<file path="src/rtl/pc_gen_if.sv">
// Fetch-side bundle of the PC generator: control/redirect inputs and the
// registered fetch request it drives toward instruction memory.
interface pc_gen_if #(
    parameter int ADDR_WIDTH  = 32,
    parameter int COUNT_WIDTH = 32
);
    // Handshake: a fetch is accepted on a rising edge where pc_valid & if_ready
    // & ~stall; while pc_valid & ~(if_ready & ~stall) pc stays put unless a
    // trap/branch redirect replaces it.
    logic                   stall;
    logic                   if_ready;
    logic                   br_taken;
    logic [ADDR_WIDTH-1:0]  br_target;
    logic                   trap_req;
    logic [ADDR_WIDTH-1:0]  trap_vec;
    logic                   halt;
    logic                   resume;
    logic [ADDR_WIDTH-1:0]  pc;
    logic                   pc_valid;
    logic                   misalign;
    logic [COUNT_WIDTH-1:0] fetch_count;

    modport master (
        input  stall, if_ready, br_taken, br_target, trap_req, trap_vec, halt, resume,
        output pc, pc_valid, misalign, fetch_count
    );

    modport slave (
        output stall, if_ready, br_taken, br_target, trap_req, trap_vec, halt, resume,
        input  pc, pc_valid, misalign, fetch_count
    );
endinterface

</file>
<file path="src/rtl/pc_gen.sv">
// Program-counter generator: boot delay, RUN/HALT control, prioritised
// trap/branch redirects with alignment forcing, and an accepted-fetch counter.
module pc_gen #(
    parameter int                    ADDR_WIDTH   = 32,
    parameter logic [ADDR_WIDTH-1:0] RESET_VECTOR = '0,
    parameter int                    STEP         = 4,
    parameter int                    ALIGN_BITS   = 2,
    parameter int                    BOOT_CYCLES  = 4,
    parameter int                    COUNT_WIDTH  = 32
) (
    input  logic          clk,
    input  logic          rst,
    pc_gen_if.master      bus,
    output logic [1:0]    dbg_state
);
    localparam logic [1:0] ST_BOOT = 2'd0;
    localparam logic [1:0] ST_RUN  = 2'd1;
    localparam logic [1:0] ST_HALT = 2'd2;
    localparam logic [1:0] ST_INIT = (BOOT_CYCLES == 0) ? ST_RUN : ST_BOOT;

    localparam int BW = (BOOT_CYCLES > 0) ? $clog2(BOOT_CYCLES + 1) : 1;
    localparam logic [BW-1:0]         BOOT_LAST = BW'(BOOT_CYCLES);
    localparam logic [ADDR_WIDTH-1:0] STEP_V    = ADDR_WIDTH'(STEP);
    localparam logic [ADDR_WIDTH-1:0] LOW_MASK  = ADDR_WIDTH'((64'd1 << ALIGN_BITS) - 64'd1);

    logic [1:0]             state_q, state_d;
    logic [ADDR_WIDTH-1:0]  pc_q, pc_d;
    logic                   pc_valid_q, pc_valid_d;
    logic                   misalign_q, misalign_d;
    logic [COUNT_WIDTH-1:0] count_q, count_d;
    logic [BW-1:0]          boot_q, boot_d;
    logic                   fire;

    assign fire = pc_valid_q & bus.if_ready & ~bus.stall;

    always_comb begin
        state_d    = state_q;
        pc_d       = pc_q;
        count_d    = count_q;
        boot_d     = boot_q;
        misalign_d = 1'b0;
        case (state_q)
            ST_BOOT: begin
                if (boot_q == BOOT_LAST) state_d = ST_RUN;
                else                     boot_d  = boot_q + 1'b1;
            end
            ST_RUN: begin
                // Trap outranks branch, so a losing br_target is never alignment-checked.
                if (bus.trap_req) begin
                    pc_d       = bus.trap_vec & ~LOW_MASK;
                    misalign_d = |(bus.trap_vec & LOW_MASK);
                end else if (bus.br_taken) begin
                    pc_d       = bus.br_target & ~LOW_MASK;
                    misalign_d = |(bus.br_target & LOW_MASK);
                end else if (bus.halt) begin
                    state_d = ST_HALT;
                end else if (fire) begin
                    pc_d    = pc_q + STEP_V;
                    count_d = count_q + 1'b1;
                end
            end
            ST_HALT: begin
                if (bus.trap_req) begin
                    pc_d       = bus.trap_vec & ~LOW_MASK;
                    misalign_d = |(bus.trap_vec & LOW_MASK);
                    state_d    = ST_RUN;
                end else begin
                    if (bus.br_taken) begin
                        pc_d       = bus.br_target & ~LOW_MASK;
                        misalign_d = |(bus.br_target & LOW_MASK);
                    end
                    if (bus.resume) state_d = ST_RUN;
                end
            end
            default: state_d = ST_INIT;
        endcase
        // Registered valid tracks the state being entered, so it moves on the same edge.
        pc_valid_d = (state_d == ST_RUN);
    end

    always_ff @(posedge clk or negedge rst) begin
        if (!rst) begin
            state_q    <= ST_INIT;
            pc_q       <= RESET_VECTOR;
            pc_valid_q <= 1'b0;
            misalign_q <= 1'b0;
            count_q    <= '0;
            boot_q     <= '0;
        end else begin
            state_q    <= state_d;
            pc_q       <= pc_d;
            pc_valid_q <= pc_valid_d;
            misalign_q <= misalign_d;
            count_q    <= count_d;
            boot_q     <= boot_d;
        end
    end

    assign bus.pc          = pc_q;
    assign bus.pc_valid    = pc_valid_q;
    assign bus.misalign    = misalign_q;
    assign bus.fetch_count = count_q;
    assign dbg_state       = state_q;
endmodule

</file>
<file path="src/flat_wrapper.sv">
// flat-port wrapper written by rule: the top's interface ports become plain ports
module pc_gen_flat 
#(
    parameter int                    ADDR_WIDTH   = 32,
    parameter logic [ADDR_WIDTH-1:0] RESET_VECTOR = '0,
    parameter int                    STEP         = 4,
    parameter int                    ALIGN_BITS   = 2,
    parameter int                    BOOT_CYCLES  = 4,
    parameter int                    COUNT_WIDTH  = 32
)
  (clk, rst, dbg_state, bus_stall, bus_if_ready, bus_br_taken, bus_br_target, bus_trap_req, bus_trap_vec, bus_halt, bus_resume, bus_pc, bus_pc_valid, bus_misalign, bus_fetch_count);
  pc_gen_if #(.ADDR_WIDTH(ADDR_WIDTH), .COUNT_WIDTH(COUNT_WIDTH)) bus_i ();
  input  logic clk;
  input  logic rst;
  output logic [1:0] dbg_state;
  input wire logic [$bits(bus_i.stall)-1:0] bus_stall;
  input wire logic [$bits(bus_i.if_ready)-1:0] bus_if_ready;
  input wire logic [$bits(bus_i.br_taken)-1:0] bus_br_taken;
  input wire logic [$bits(bus_i.br_target)-1:0] bus_br_target;
  input wire logic [$bits(bus_i.trap_req)-1:0] bus_trap_req;
  input wire logic [$bits(bus_i.trap_vec)-1:0] bus_trap_vec;
  input wire logic [$bits(bus_i.halt)-1:0] bus_halt;
  input wire logic [$bits(bus_i.resume)-1:0] bus_resume;
  output wire logic [$bits(bus_i.pc)-1:0] bus_pc;
  output wire logic [$bits(bus_i.pc_valid)-1:0] bus_pc_valid;
  output wire logic [$bits(bus_i.misalign)-1:0] bus_misalign;
  output wire logic [$bits(bus_i.fetch_count)-1:0] bus_fetch_count;
  assign bus_i.stall = bus_stall;
  assign bus_i.if_ready = bus_if_ready;
  assign bus_i.br_taken = bus_br_taken;
  assign bus_i.br_target = bus_br_target;
  assign bus_i.trap_req = bus_trap_req;
  assign bus_i.trap_vec = bus_trap_vec;
  assign bus_i.halt = bus_halt;
  assign bus_i.resume = bus_resume;
  assign bus_pc = bus_i.pc;
  assign bus_pc_valid = bus_i.pc_valid;
  assign bus_misalign = bus_i.misalign;
  assign bus_fetch_count = bus_i.fetch_count;
  pc_gen #(.ADDR_WIDTH(ADDR_WIDTH), .RESET_VECTOR(RESET_VECTOR), .STEP(STEP), .ALIGN_BITS(ALIGN_BITS), .BOOT_CYCLES(BOOT_CYCLES), .COUNT_WIDTH(COUNT_WIDTH)) u_core (.clk(clk), .rst(rst), .bus(bus_i), .dbg_state(dbg_state));
endmodule
</file>
<file path="config.mk">
export PLATFORM = sky130hd
export DESIGN_NAME = pc_gen_flat
export DESIGN_NICKNAME = d
export VERILOG_FILES = /design/src/rtl/pc_gen_if.sv /design/src/rtl/pc_gen.sv /design/src/flat_wrapper.sv
export SDC_FILE = /design/constraint.sdc
export NUM_CORES = 1
export LEC_CHECK = 0
export BUFFER_PORTS_ARGS = -buffer_cell sky130_fd_sc_hd__clkbuf_2
export CAP_MARGIN = 40
export CORE_ASPECT_RATIO = 1.2
export CORE_MARGIN = 5
export CORE_UTILIZATION = 52
export CTS_CLUSTER_SIZE = 24
export DETAILED_ROUTE_END_ITERATION = 10
export PLACE_DENSITY = 0.81
export SLEW_MARGIN = 20
export SYNTH_ARGS = -nofsm -noshare
export SYNTH_HDL_FRONTEND = slang
export SYNTH_SLANG_ARGS = --single-unit
</file>
<file path="constraint.sdc">
create_clock -name clk -period 2.4 [get_ports clk]
set_clock_uncertainty 0.05 [all_clocks]
set_input_delay 0.48 -clock clk [delete_from_list [all_inputs] [get_ports clk]]
set_output_delay 0.48 -clock clk [all_outputs]
set_load 0.02 [all_outputs]
</file>
# Yosys cells after proc, flatten, opt, wreduce, memory -nomap -nowiden

Index checks and enable logic that the tools add are counted.

Bitwise logic cells: 7
Shifts and indexed selects: 0
Equality and inequality tests: 7
Divide/modulo/power cells: 0
Multiplexer cells: 17
Add/subtract/negate cells: 3
Multipliers: 0
Reduce and logical (&&, ||, !) cells: 8
Magnitude comparators: 0

Operator list:

| operator              | count |
|---|---|
| $mux 32               | 6 |
| $pmux 32 s2           | 1 |
| $add 32x1->32 const B | 1 |
| $add 32x3->32 const B | 1 |
| $mux 2                | 6 |
| $pmux 2 s3            | 1 |
| $reduce_or 2->1       | 3 |
| $not 1->1             | 5 |
| $reduce_and 5->1      | 1 |
| $eq 2x1->1 const B    | 2 |
| $ne 4x3->1 const B    | 1 |
| $ne 4x4->1 const B    | 1 |
| $reduce_and 4->1      | 1 |
| $add 3x1->3 const B   | 1 |
| $eq 3x3->1 const B    | 1 |
| $mux 1                | 3 |
| $ne 3x3->1 const B    | 1 |
| $and 1x1->1           | 2 |
| $eq 2x2->1 const B    | 1 |
| $logic_not 2->1       | 1 |
| $reduce_and 2->1      | 1 |
| $reduce_bool 2->1     | 1 |

Flip-flop bits (word level): 71
Word-level logic and storage cells: 48
Bits in writable memories: 0
Memories: 0
Output and inout bits: 68
Input port bits: 72
ROM bits: 0
Bits in latches: 0

# Longest topological paths before layout

Word-level depth: 7
Gate-level depth with buffers: 10
Mapped depth without buffers: 7

# Worst setup path before layout

Ideal clock, no wire load.

Path kind: register to register
From: register u_core.state_q[0], in the netlist u_core.dbg_state[0]
To: register u_core.pc_q[2], in the netlist u_core.bus.pc[2]
Library setup time: 135 ps
Arrival time: 2,062 ps
Path slack: 153 ps
Clock period less this slack: 2,247 ps
Stages on the path, launching flop included: 9
Required time: 2,215 ps
Path buffers: 3
Path through: dfrtp_1 inv_1 ha_1 buf_2 nor2_1 o31a_1 buf_2 clkbuf_1 o21ai_0

Cells in the longest elaborated chain, start to end: 3
Elaborated cells between the ends (all ways): 8
Those cells by class: 5 x eq/ne; 1 x mux; 2 x reduce/logical

Ends and longest elaborated chain:

| what                                               | line         | RTL |
|---|---|---|
| from (decl)                                        | pc_gen.sv:26 | `logic [1:0] state_q, state_d;` |
| from (signal assigned)                             | pc_gen.sv:90 | `state_q <= state_d;` |
| $eq 2x1->1 / $eq 2x2->1 (equally long branches)    | pc_gen.sv:42 | `case (state_q)` |
| $ne 4x3->1 (no line), or another cell as far along | -            |  |
| $reduce_and 4->1 (no line)                         | -            |  |
| to (signal assigned)                               | pc_gen.sv:91 | `pc_q <= pc_d;` |
| to (decl)                                          | pc_gen.sv:27 | `logic [ADDR_WIDTH-1:0] pc_q, pc_d;` |

Several ways; a longest one is shown, not always the timed one.
A chain may end at the register's enable or synchronous reset.

# Final worst setup path

From: register u_core.state_q[1], in the netlist u_core.dbg_state[1]
To: register u_core.count_q[27], in the netlist u_core.bus.fetch_count[27]

Cells in the longest elaborated chain, start to end: 2

Ends and longest elaborated chain:

| what                       | line         | RTL |
|---|---|---|
| $eq 2x1->1                 | pc_gen.sv:42 |  |
| $reduce_and 5->1 (no line) | -            |  |
| to (signal assigned)       | pc_gen.sv:94 | `count_q <= count_d;` |
| to (decl)                  | pc_gen.sv:30 | `logic [COUNT_WIDTH-1:0] count_q, count_d;` |

Every way passes these cells.

==> results.txt <==
status -> finished, final reports clean
switching power -> 2.30 mW
Clk Latency, worst-skew pair -> 0.35 ns
vias in the first global route -> 4,576
Net Sw Frac -> 43.8%
Worst Setup Path Type -> flop to flop
post-synthesis instance total -> 514
TritonCTS Buffers -> 9
LEAKAGE -> 2.56 nW
DR vias -> 4,668
Placed Area -> 5420 sq um
clk sink count -> 69
commonest non-fill, non-tap cells in the layout -> clkbuf_2, dfrtp_1, nand2_1
Clock power frac -> 20.6%
Worst EP required -> 2.62 ns
WL per Instance -> 17.2 um
async set-reset flop share out of synthesis -> 100%
Yosys cell types -> 68
DR iter-0 viols -> 348
hold_buf cts -> 0
total gr overflow -> 0
first-pass GRT wire length -> 21,700 um
Peak VDD IR -> 0.428 mV
Slew HR -> 41.9%
cell area after technology mapping -> 4520 sq um
Detailed Place HPWL -> 9820 um
antenna diode count -> 0
die width -> 95.1 um
critical path's largest stage delay -> 0.43 ns
via density per instance -> 6.00
initial antenna violation count -> 0
synth warn -> 0
Final Hold Viols -> 0
CTS Buffer Depth -> 2
Util after Layout -> 66.3%
min Tclk post-route -> 2.22 ns
part of the power in combinational logic -> 43.9%
final setup fails -> 0
total die area -> 10,700 sq um
worst-margin pin slew -> 0.867 ns
share of layout cells above drive strength 1 -> 30.6%
Worst-path clk slew -> 0.08 ns
Starting Density -> 53.1%
gr usage total -> 25.0%
worst path arrival time -> 2.43 ns
register bit count reported by yosys -> 69
CP max-delay cell -> dfrtp_1
io pins -> 140
commonest non-fill, non-tap cell in the layout -> clkbuf_2
final wirelength -> 13,400 um
critical path peak fanout -> 10
Int Power -> 2.96 mW
drc violations -> 0
Critical Path Sink Type -> flop
number of port buffers -> 137
area of the multi-input gates -> 2590 sq um
FP Rows -> 37
Die H -> 112 um
design area -> 5650 sq um
Routed Antenna Nets -> 0
worst hold-check path type -> input port to asynchronous set/reset pin
Sequential Power Share -> 35.5%
TritonCTS clock tree -> yes
cell count after placement -> 762
Slew Limit Fails -> 0
total of max-cap violations -> 0
H-Tree Depth -> 3
ys flop type -> dfrtp_1
power per standard cell area -> 931 nW/um^2
EDFF count, synth -> 0
Max Freq -> 451 MHz
pin count of the biggest net entering global routing -> 70
Area Growth Syn to Fin -> 24.9%
register area -> 1730 sq um
Syn Area/Cell -> 8.79 sq um
non-filler cells, final -> 778
post-route clock period utilization -> 92.4%
core footprint -> 8520 sq um
# fillers -> 758
TritonRoute pass-1 iters -> 6
cell breakdown of the critical path -> inv_1, ha_2, nand4bb_1, or2_2, nor4_4, nand3_1, xnor2_1
RSZ-0062 raised after global routing -> no
crit path launch type -> flop
# nets final -> 736
Final Power -> 5.26 mW
Placer Congestion -> 0.880
Seq/Total Area, Yosys -> 38.2%
CTS root buffer -> clkbuf_8
-- per-layer routing --
metal  GRT usage, %  part of all wire (%)  vias up
li1               -                     -     2185
met2           41.8                    49      242
met1           31.9                    40     2210
met5              0                     0        -
met3           5.29                   9.3       31
met4           8.18                   2.3        0
-- power groups by stage --
| stage | registers, mW | clock network, mW | logic (mW) |
|---|---|---|---|
| 6_report | 1.87 | 1.08 | 2.31 |
| 2_1_floorplan | 2.14 | 0 | 1.16 |
| 4_1_cts | 1.86 | 1.10 | 2.30 |
| 3_3_place_gp | 1.86 | 0 | 2.23 |
| 3_5_place_dp | 1.88 | 0 | 2.29 |
| 5_1_grt | 1.92 | 1.15 | 2.52 |
-- final cells by class --
class	instances	area share [%]
clock buffer	9	2.19
clock inverter	7	1.73
inverter	12	0.820
multi-input combinational	400	45.9
sequential	69	30.6
tap	117	2.59
timing repair buffer	164	16.2
-- cells by family (layout without fill, tap and decap cells) --
logic type	count (synthesis)	count (layout)	share of synthesized area (%)
adders and majority gates	8	8	2.21
xor gates and xnor gates	41	41	7.94
other	1	2	0.0830
buffers and inverters	46	192	4.65
AOI/OAI and AO/OA	139	139	20.8
muxes	3	3	0.692
and+or+nand+nor	207	207	25.4
DFF	69	69	38.2
-- worst max-delay path, delay by kind of cell (launching register included) --
| kind | cells | cell delay (ns) |
|---|---|---|
| simple gates | 4 | 1.07 |
| flops | 1 | 0.43 |
| fa+ha+maj | 1 | 0.29 |
| xor+xnor | 1 | 0.20 |
| buf+inv | 1 | 0.10 |
-- cell usage after synthesis (6+ instances only) --
cell type,count,share of area (%)
xor2_1,8,1.6
inv_1,11,0.91
a221oi_1,13,2.5
xnor2_1,33,6.4
a21oi_1,27,3.0
nand4_1,22,3.0
nor4_1,8,1.1
o31ai_1,7,1.2
nor3_1,12,1.3
and4_1,7,1.4
nor2_1,37,3.1
ha_1,8,2.2
nand2_1,48,4.0
dfrtp_1,69,38
a22oi_1,13,2.2
nand2b_1,7,0.97
nand3_1,26,2.9
clkbuf_1,19,1.6
buf_2,6,0.66
o21ai_0,34,3.8
-- final timing paths --
| path | from | endpoint | slack (ns) | depth (start not counted) |
|---|---|---|---|---|
| max | u_core.dbg_state[1] | u_core.bus.fetch_count[27] | 0.18 | 7 |
| min | rst | u_core.bus.pc[23] | 0.08 | 2 |
| max reg2reg | u_core.dbg_state[1] | u_core.bus.fetch_count[27] | 0.18 | 7 |
| min reg2reg | u_core.bus.fetch_count[31] | u_core.bus.fetch_count[31] | 0.43 | 1 |
| max in group asynchronous | rst | u_core.bus.pc[4] | 1.90 | 2 |
| min in group clk | bus_br_target[30] | u_core.bus.pc[30] | 0.33 | 3 |
-- stage by stage --
| step | setup TNS [ns] | hold WS, ns | setup WS (ns) |
|---|---|---|---|
| 6_report | 0 | 0.0825 | 0.182 |
| 5_1_grt | 0 | 0.129 | 0.0174 |
| 4_1_cts | 0 | 0.103 | 0.0934 |
| 3_5_place_dp | 0 | 0.420 | 0.0899 |
| 3_3_place_gp | -0.204 | 0.408 | -0.0938 |
| 2_1_floorplan | 0 | 0.134 | 0.153 |
-- repair_timing --
action	4_1_cts	5_1_grt
buffers inserted	0	0
resized for setup	0	2
endpoints found under the setup margin	0	17
-- registers in the layout, indices dropped and copies added, names as in the netlist --
| signal | count |
|---|---|
| u_core.bus.fetch_count | 32 |
| u_core.bus.pc | 30 |
| u_core.boot_q | 3 |
| u_core.dbg_state | 2 |
| u_core.bus.misalign | 1 |
| u_core.bus.pc_valid | 1 |
No activity file was read; power rests on OpenSTA's default activity.
